$ cat src/rtl/pipeline_controller.sv
// Pipeline hazard/boot controller: load-use stall, jump flush, boot hold.
// Optional perf counters enabled by defining PIPELINE_CONTROLLER_PERF_CNT_EN.
module pipeline_controller #(
  parameter int LOAD_LAT = 1
) (
  input  logic        clk,
  input  logic        reset,
  input  logic        boot_done,
  input  logic [15:0] dec_rs1,
  input  logic [15:0] dec_rs2,
  input  logic [15:0] ex_rd,
  input  logic        ex_memread,
  input  logic        ex_regwrite,
  input  logic        jump,
  output logic        pc_write,
  output logic        ifid_write,
  output logic        ifid_flush,
  output logic        idex_flush,
  output logic        pipe_run,
  output logic [1:0]  state,
  output logic [15:0] stall_cnt,
  output logic [15:0] flush_cnt
);

  typedef enum logic [1:0] {
    S_BOOT  = 2'b00,
    S_RUN   = 2'b01,
    S_STALL = 2'b10,
    S_FLUSH = 2'b11
  } state_t;

  state_t     state_q, state_d;
  logic [1:0] cnt_q, cnt_d;
  logic       hazard;

  assign hazard = ex_memread & ex_regwrite & (ex_rd != 16'h0000) &
                  ((ex_rd == dec_rs1) | (ex_rd == dec_rs2));

  always_ff @(posedge clk) begin
    if (!reset) begin
      state_q <= S_BOOT;
      cnt_q   <= 2'd0;
    end else begin
      state_q <= state_d;
      cnt_q   <= cnt_d;
    end
  end

  always_comb begin
    state_d    = state_q;
    cnt_d      = cnt_q;
    pc_write   = 1'b1;
    ifid_write = 1'b1;
    ifid_flush = 1'b0;
    idex_flush = 1'b0;
    pipe_run   = 1'b1;
    case (state_q)
      S_BOOT: begin
        pc_write   = 1'b0;
        ifid_write = 1'b0;
        ifid_flush = 1'b1;
        idex_flush = 1'b1;
        pipe_run   = 1'b0;
        if (boot_done) state_d = S_RUN;
      end
      S_RUN: begin
        // Hazard beats jump: decode operands are stale while a load is in flight.
        if (hazard) begin
          pc_write   = 1'b0;
          ifid_write = 1'b0;
          idex_flush = 1'b1;
          if (LOAD_LAT > 1) begin
            state_d = S_STALL;
            cnt_d   = 2'(LOAD_LAT - 1);
          end
        end else if (jump) begin
          ifid_flush = 1'b1;
          state_d    = S_FLUSH;
        end
      end
      S_STALL: begin
        pc_write   = 1'b0;
        ifid_write = 1'b0;
        idex_flush = 1'b1;
        if (cnt_q == 2'd1) begin
          state_d = S_RUN;
          cnt_d   = 2'd0;
        end else begin
          cnt_d = cnt_q - 2'd1;
        end
      end
      S_FLUSH: begin
        ifid_flush = 1'b1;
        idex_flush = 1'b1;
        state_d    = S_RUN;
      end
      default: state_d = S_BOOT;
    endcase
  end

  assign state = state_q;

`ifdef PIPELINE_CONTROLLER_PERF_CNT_EN
  logic        stall_cycle, jump_accept;
  logic [15:0] stall_cnt_q, flush_cnt_q;

  assign stall_cycle = (state_q == S_STALL) | ((state_q == S_RUN) & hazard);
  assign jump_accept = (state_q == S_RUN) & ~hazard & jump;

  always_ff @(posedge clk) begin
    if (!reset) begin
      stall_cnt_q <= 16'h0000;
      flush_cnt_q <= 16'h0000;
    end else begin
      if (stall_cycle && stall_cnt_q != 16'hFFFF) stall_cnt_q <= stall_cnt_q + 16'h0001;
      if (jump_accept && flush_cnt_q != 16'hFFFF) flush_cnt_q <= flush_cnt_q + 16'h0001;
    end
  end

  assign stall_cnt = stall_cnt_q;
  assign flush_cnt = flush_cnt_q;
`else
  assign stall_cnt = 16'h0000;
  assign flush_cnt = 16'h0000;
`endif

endmodule

$ cat config.mk
export PLATFORM = sky130hd
export DESIGN_NAME = pipeline_controller
export DESIGN_NICKNAME = d
export VERILOG_FILES = /design/src/rtl/pipeline_controller.sv
export SDC_FILE = /design/constraint.sdc
export NUM_CORES = 1
export LEC_CHECK = 0
export ABC_CLOCK_PERIOD_IN_PS = 4000
export CAP_MARGIN = 20
export CORE_ASPECT_RATIO = 1.5
export CORE_MARGIN = 1.5
export CORE_UTILIZATION = 30
export CTS_CLUSTER_SIZE = 40
export DETAILED_ROUTE_END_ITERATION = 10
export PLACE_DENSITY = 0.85
export SYNTH_ARGS = -nofsm -noshare
export SYNTH_HDL_FRONTEND = slang
export SYNTH_SLANG_ARGS = --single-unit
$ cat constraint.sdc
create_clock -name clk -period 4 [get_ports clk]
set_clock_uncertainty 0.15 [all_clocks]
set_input_delay 0.6 -clock clk [delete_from_list [all_inputs] [get_ports clk]]
set_output_delay 0.6 -clock clk [all_outputs]
set_load 0.03 [all_outputs]
# Yosys cells after proc, flatten, opt, wreduce, memory -nomap -nowiden
# Index checks and enable logic that the tools add are counted.
# totals
ff_bits,4
input_bits,54
wordCells,37
# classes
n_addsub,1
eq_ne,10
n_mux,14
bitwise_logic,4
reduce_logical,6
# op_table
cell,count
16-bit equality test,2
16-bit nonzero test,1
2-bit 2-to-1 mux,5
2-bit inequality test (second input constant),4
2-bit case mux with 4 select lines,1
1-bit case mux with 2 select lines,3
1-bit 2-to-1 mux,5
2-bit by 1-bit equality test with 1-bit output (second input constant),2
2-bit equality test (second input constant),2
4-bit AND reduction,1
2-bit OR reduction,2
1-bit bitwise AND,3
3-bit OR reduction,1
2-bit logical NOT,1
2-bit by 1-bit subtractor with 2-bit output (second input constant),1
1-bit OR,1

# Depth between registers and ports, before layout
# Gate-level depths: netlist of run 1.
# logic_depth
word_depth,5
mapped_depth,7
depth_no_buf,7

# Least setup slack after synthesis of run 1
# No wires, ideal clock.
# synth_path
path_type,in2out
from,in ex_rd[3]
to,out pc_write
arrival_ns,2.154
required_time_ns,3.250
setup_slack_ns,1.096
stages,6
path_cell_list,nor4_1 nand4_1 nand3_1 a21oi_2 o21ai_0 buf_4
# synth_via
elab_chain_len,5
elab_cells_between_ends,8
# synth_lines
element,line_no,text
from (decl),11,"input logic [15:0] ex_rd,"
16-bit equality test or 16-bit nonzero test (tied branches),"37, 36",
1-bit OR or 1-bit bitwise AND (tied branches),"37, 36",
1-bit bitwise AND (*),36,assign hazard = ex_memread & ex_regwrite & (ex_rd != 16'h0000) &
1-bit 2-to-1 mux (*),-,
1-bit case mux with 2 select lines (*),-,
to (decl),15,"output logic pc_write,"
# Mark *: on every way between the ends. The rest lies on a longest branch, timed or not.

# Worst setup path after layout of run 1
# layout_path
from,in ex_rd[1]
to,out idex_flush
# layout_via
elab_chain_len,5
elab_cells_between_ends,8
# layout_lines
element,line_no,text
16-bit equality test or 16-bit nonzero test (tied branches),"37, 36",
1-bit OR or 1-bit bitwise AND (tied branches),"37, 36",
1-bit bitwise AND (*),36,
1-bit 2-to-1 mux (*),68,if (hazard) begin
1-bit case mux with 2 select lines (*),57,case (state_q)
to (decl),18,"output logic idex_flush,"
# Marked as above.

==> results of run 1 <==
## how the worst min path moves through the flow
stage,start,to,depth (start not counted)
2_1_floorplan,cnt_q[1],cnt_q[1],2
3_3_place_gp,cnt_q[1],cnt_q[1],2
3_5_place_dp,cnt_q[1],cnt_q[1],2
4_1_cts,cnt_q[1],cnt_q[1],2
5_1_grt,cnt_q[1],cnt_q[1],2
6_report,cnt_q[1],cnt_q[1],2
## critical path, cell delays in order
cell and delay, ps:
clkdlybuf4s50_1 460, xor2_1 180, nor4_1 380, nand4_1 170, a21oi_2 240, nand2b_1 130
clkdlybuf4s50_1 660
## through the flow
step / hold WS, ps / power, W / utilization, %
after floorplan: 333 / 0.000298 / -
after global placement: 350 / 0.000413 / 49.4
after detailed placement: 372 / 0.000418 / 49.4
after CTS: 376 / 0.000501 / 50.9
after global routing: 421 / 0.000533 / 50.9
final: 366 / 0.000499 / 50.9
## cell type report
class	count	area share, %
flip-flops and latches	4	5.41
multi-input cells	105	46.7
clock buffers	3	2.79
inverters	5	1.27
well taps	39	3.29
repair buffers	60	40.5
## synth_stat cells
| cell | count |
|---|---|
| a21oi_1 | 1 |
| nor2b_1 | 1 |
| ha_1 | 5 |
| o22ai_1 | 2 |
| inv_1 | 5 |
| nand3_1 | 2 |
| nand3b_1 | 1 |
| nand2b_1 | 2 |
| o21a_1 | 1 |
| xor2_1 | 32 |
| dfxtp_1 | 4 |
| nand4_1 | 4 |
| conb_1 | 1 |
| buf_4 | 33 |
| and2_1 | 1 |
| and3_1 | 1 |
| mux2i_1 | 2 |
| a21oi_2 | 1 |
| o21ai_0 | 4 |
| nor4_1 | 12 |
| or3_1 | 1 |
## power by group
group          internal (W)  switching (W)  leakage (nW)
Clock             0.0000639      0.0000180        0.0216
Combinational      0.000155       0.000203         0.576
Sequential        0.0000505     0.00000856        0.0329
## registers in the layout (all words and copies together), names as in the netlist
signal / cells
state: 2
cnt_q: 2
## per-layer routing
metal	vias to the layer above	wire (um)	track usage, %
li1	454	-	-
met1	417	792	15.7
met2	57	1380	26.2
met3	0	181	1.02
met4	0	0	3.60
met5	-	0	0
## cell families (layout without fill, tap and decap cells)
family / after synthesis / count (layout) / share of synthesized area [%]
other: 1 / 32 / 0.407
muxes: 2 / 2 / 2.17
and+or+nand+nor: 25 / 25 / 16.8
adders and majority gates: 5 / 5 / 6.78
xor gates and xnor gates: 32 / 32 / 30.4
DFF: 4 / 4 / 8.68
AOI/OAI and AO/OA: 9 / 9 / 5.83
buffers and inverters: 38 / 68 / 28.9
==> metrics, run 1 <==
die width=48.3 um; R2R Path Start=state[0]; initial antenna violation count=0; Post-CTS Resized=0; final worst slack=418 ps; finished layout cell area=1480 um2; Mapped Cells=116; H-tree levels=1; crit-path max FO=5; routed len/inst=around 11 um; placed cell area=1440 um2; Placed Instances=213; footprint of the multi-input gates=692 um2; die area=3420 um2; Die Height=70.9 um; Cell variety after synth=21; Slew Viols, Final=0; Worst EP arrival=2830 ps; LEAKAGE=0.631 nW; Final ANT Viol Nets=0; register area share after synthesis=8.68%; most frequent cells in the layout=60 x clkdlybuf4s50_1, 32 x xor2_1, 32 x conb_1; Yosys warning count=0; end of the critical path=idex_flush; total gr overflow=0; area leader, netlist=xor2_1; Max Freq=279 MHz; input/output buffers=60; Num Clock Sinks=4; Routed WL=2350 um; Power Density=337 nW/um2; via count=between 900 and 1000; antenna diode count=0; CTS Root Cell=clkbuf_8; maximum vdd drop=between 0.2 and 0.25 mV; Inserted Clock Buffers=3; total track usage=14.0%; CP startpoint kind=input port; Finished Layout Cells=approximately 220; Filler Cell Count=313; Clock Latency Late Sink=approximately 210 ps; first-pass GRT wire length=between 3000 and 4000 um; TritonCTS clock tree=built; WS Path Type=input port to primary output; I/O pin count=93; synthesized area=922 um2; status=completed; routed vias/inst=4.30; vias in the first global route=~850; flop2flop setup slack=between 2000 and 2500 ps; final-report hold violation count=0; Final Wtd Congestion=0.812; deepest clock path buffer count=2; Post-Route Setup TNS=0 ps; CP Launch Point=ex_rd[1]; Rows=24; Detailed Routing Iterations Pass 1=3; CORE AREA=2910 um2; Tcrit/Tclk final=between 80 and 90%; clk slew on worst S/H paths=about 30 ps; synth-to-layout area growth=60.7%; average cell area after synthesis=7.95 um2; register area=80.1 um2; r2r worst-path depth=7; pin count of the biggest net entering global routing=8; Reg2Reg Capture Point=state[0]; dpl ws=~360 ps; HPWL Detailed=~2200 um; Synth top area share=30.4%; commonest non-fill, non-tap cell in the layout=clkdlybuf4s50_1; fin crit period=about 3600 ps; WP data required=3250 ps; Worst Setup End Kind=primary output; starting density of the core=a little under a third; maxcap violations=0; RSZ-0062 raised after global routing=false; Area contributors post-synth=xor2_1 30%, buf_4 27%, dfxtp_1 8.7%; share of cells above drive strength 1=2.26%; Hold Buf Count CTS=0; DRC=0; Hold WC Path Type=flip-flop to flip-flop; Layout Nets=~240; flop and latch count out of synthesis=4; Final setup viols=0; Initial DRC Count=9; post-CTS setup buffers=0
(Power assumes the default switching activity.)
==> run 2, diff against run 1 <==
--- a/config.mk
+++ b/config.mk
@@ -13,6 +13,7 @@
 export CTS_CLUSTER_SIZE = 40
 export DETAILED_ROUTE_END_ITERATION = 10
 export PLACE_DENSITY = 0.85
+export SKIP_LAST_GASP = 1
 export SYNTH_ARGS = -nofsm -noshare
 export SYNTH_HDL_FRONTEND = slang
 export SYNTH_SLANG_ARGS = --single-unit
==> results of run 2 <==
Same layout as run 1: the final DEF is identical, and so are final timing and power.
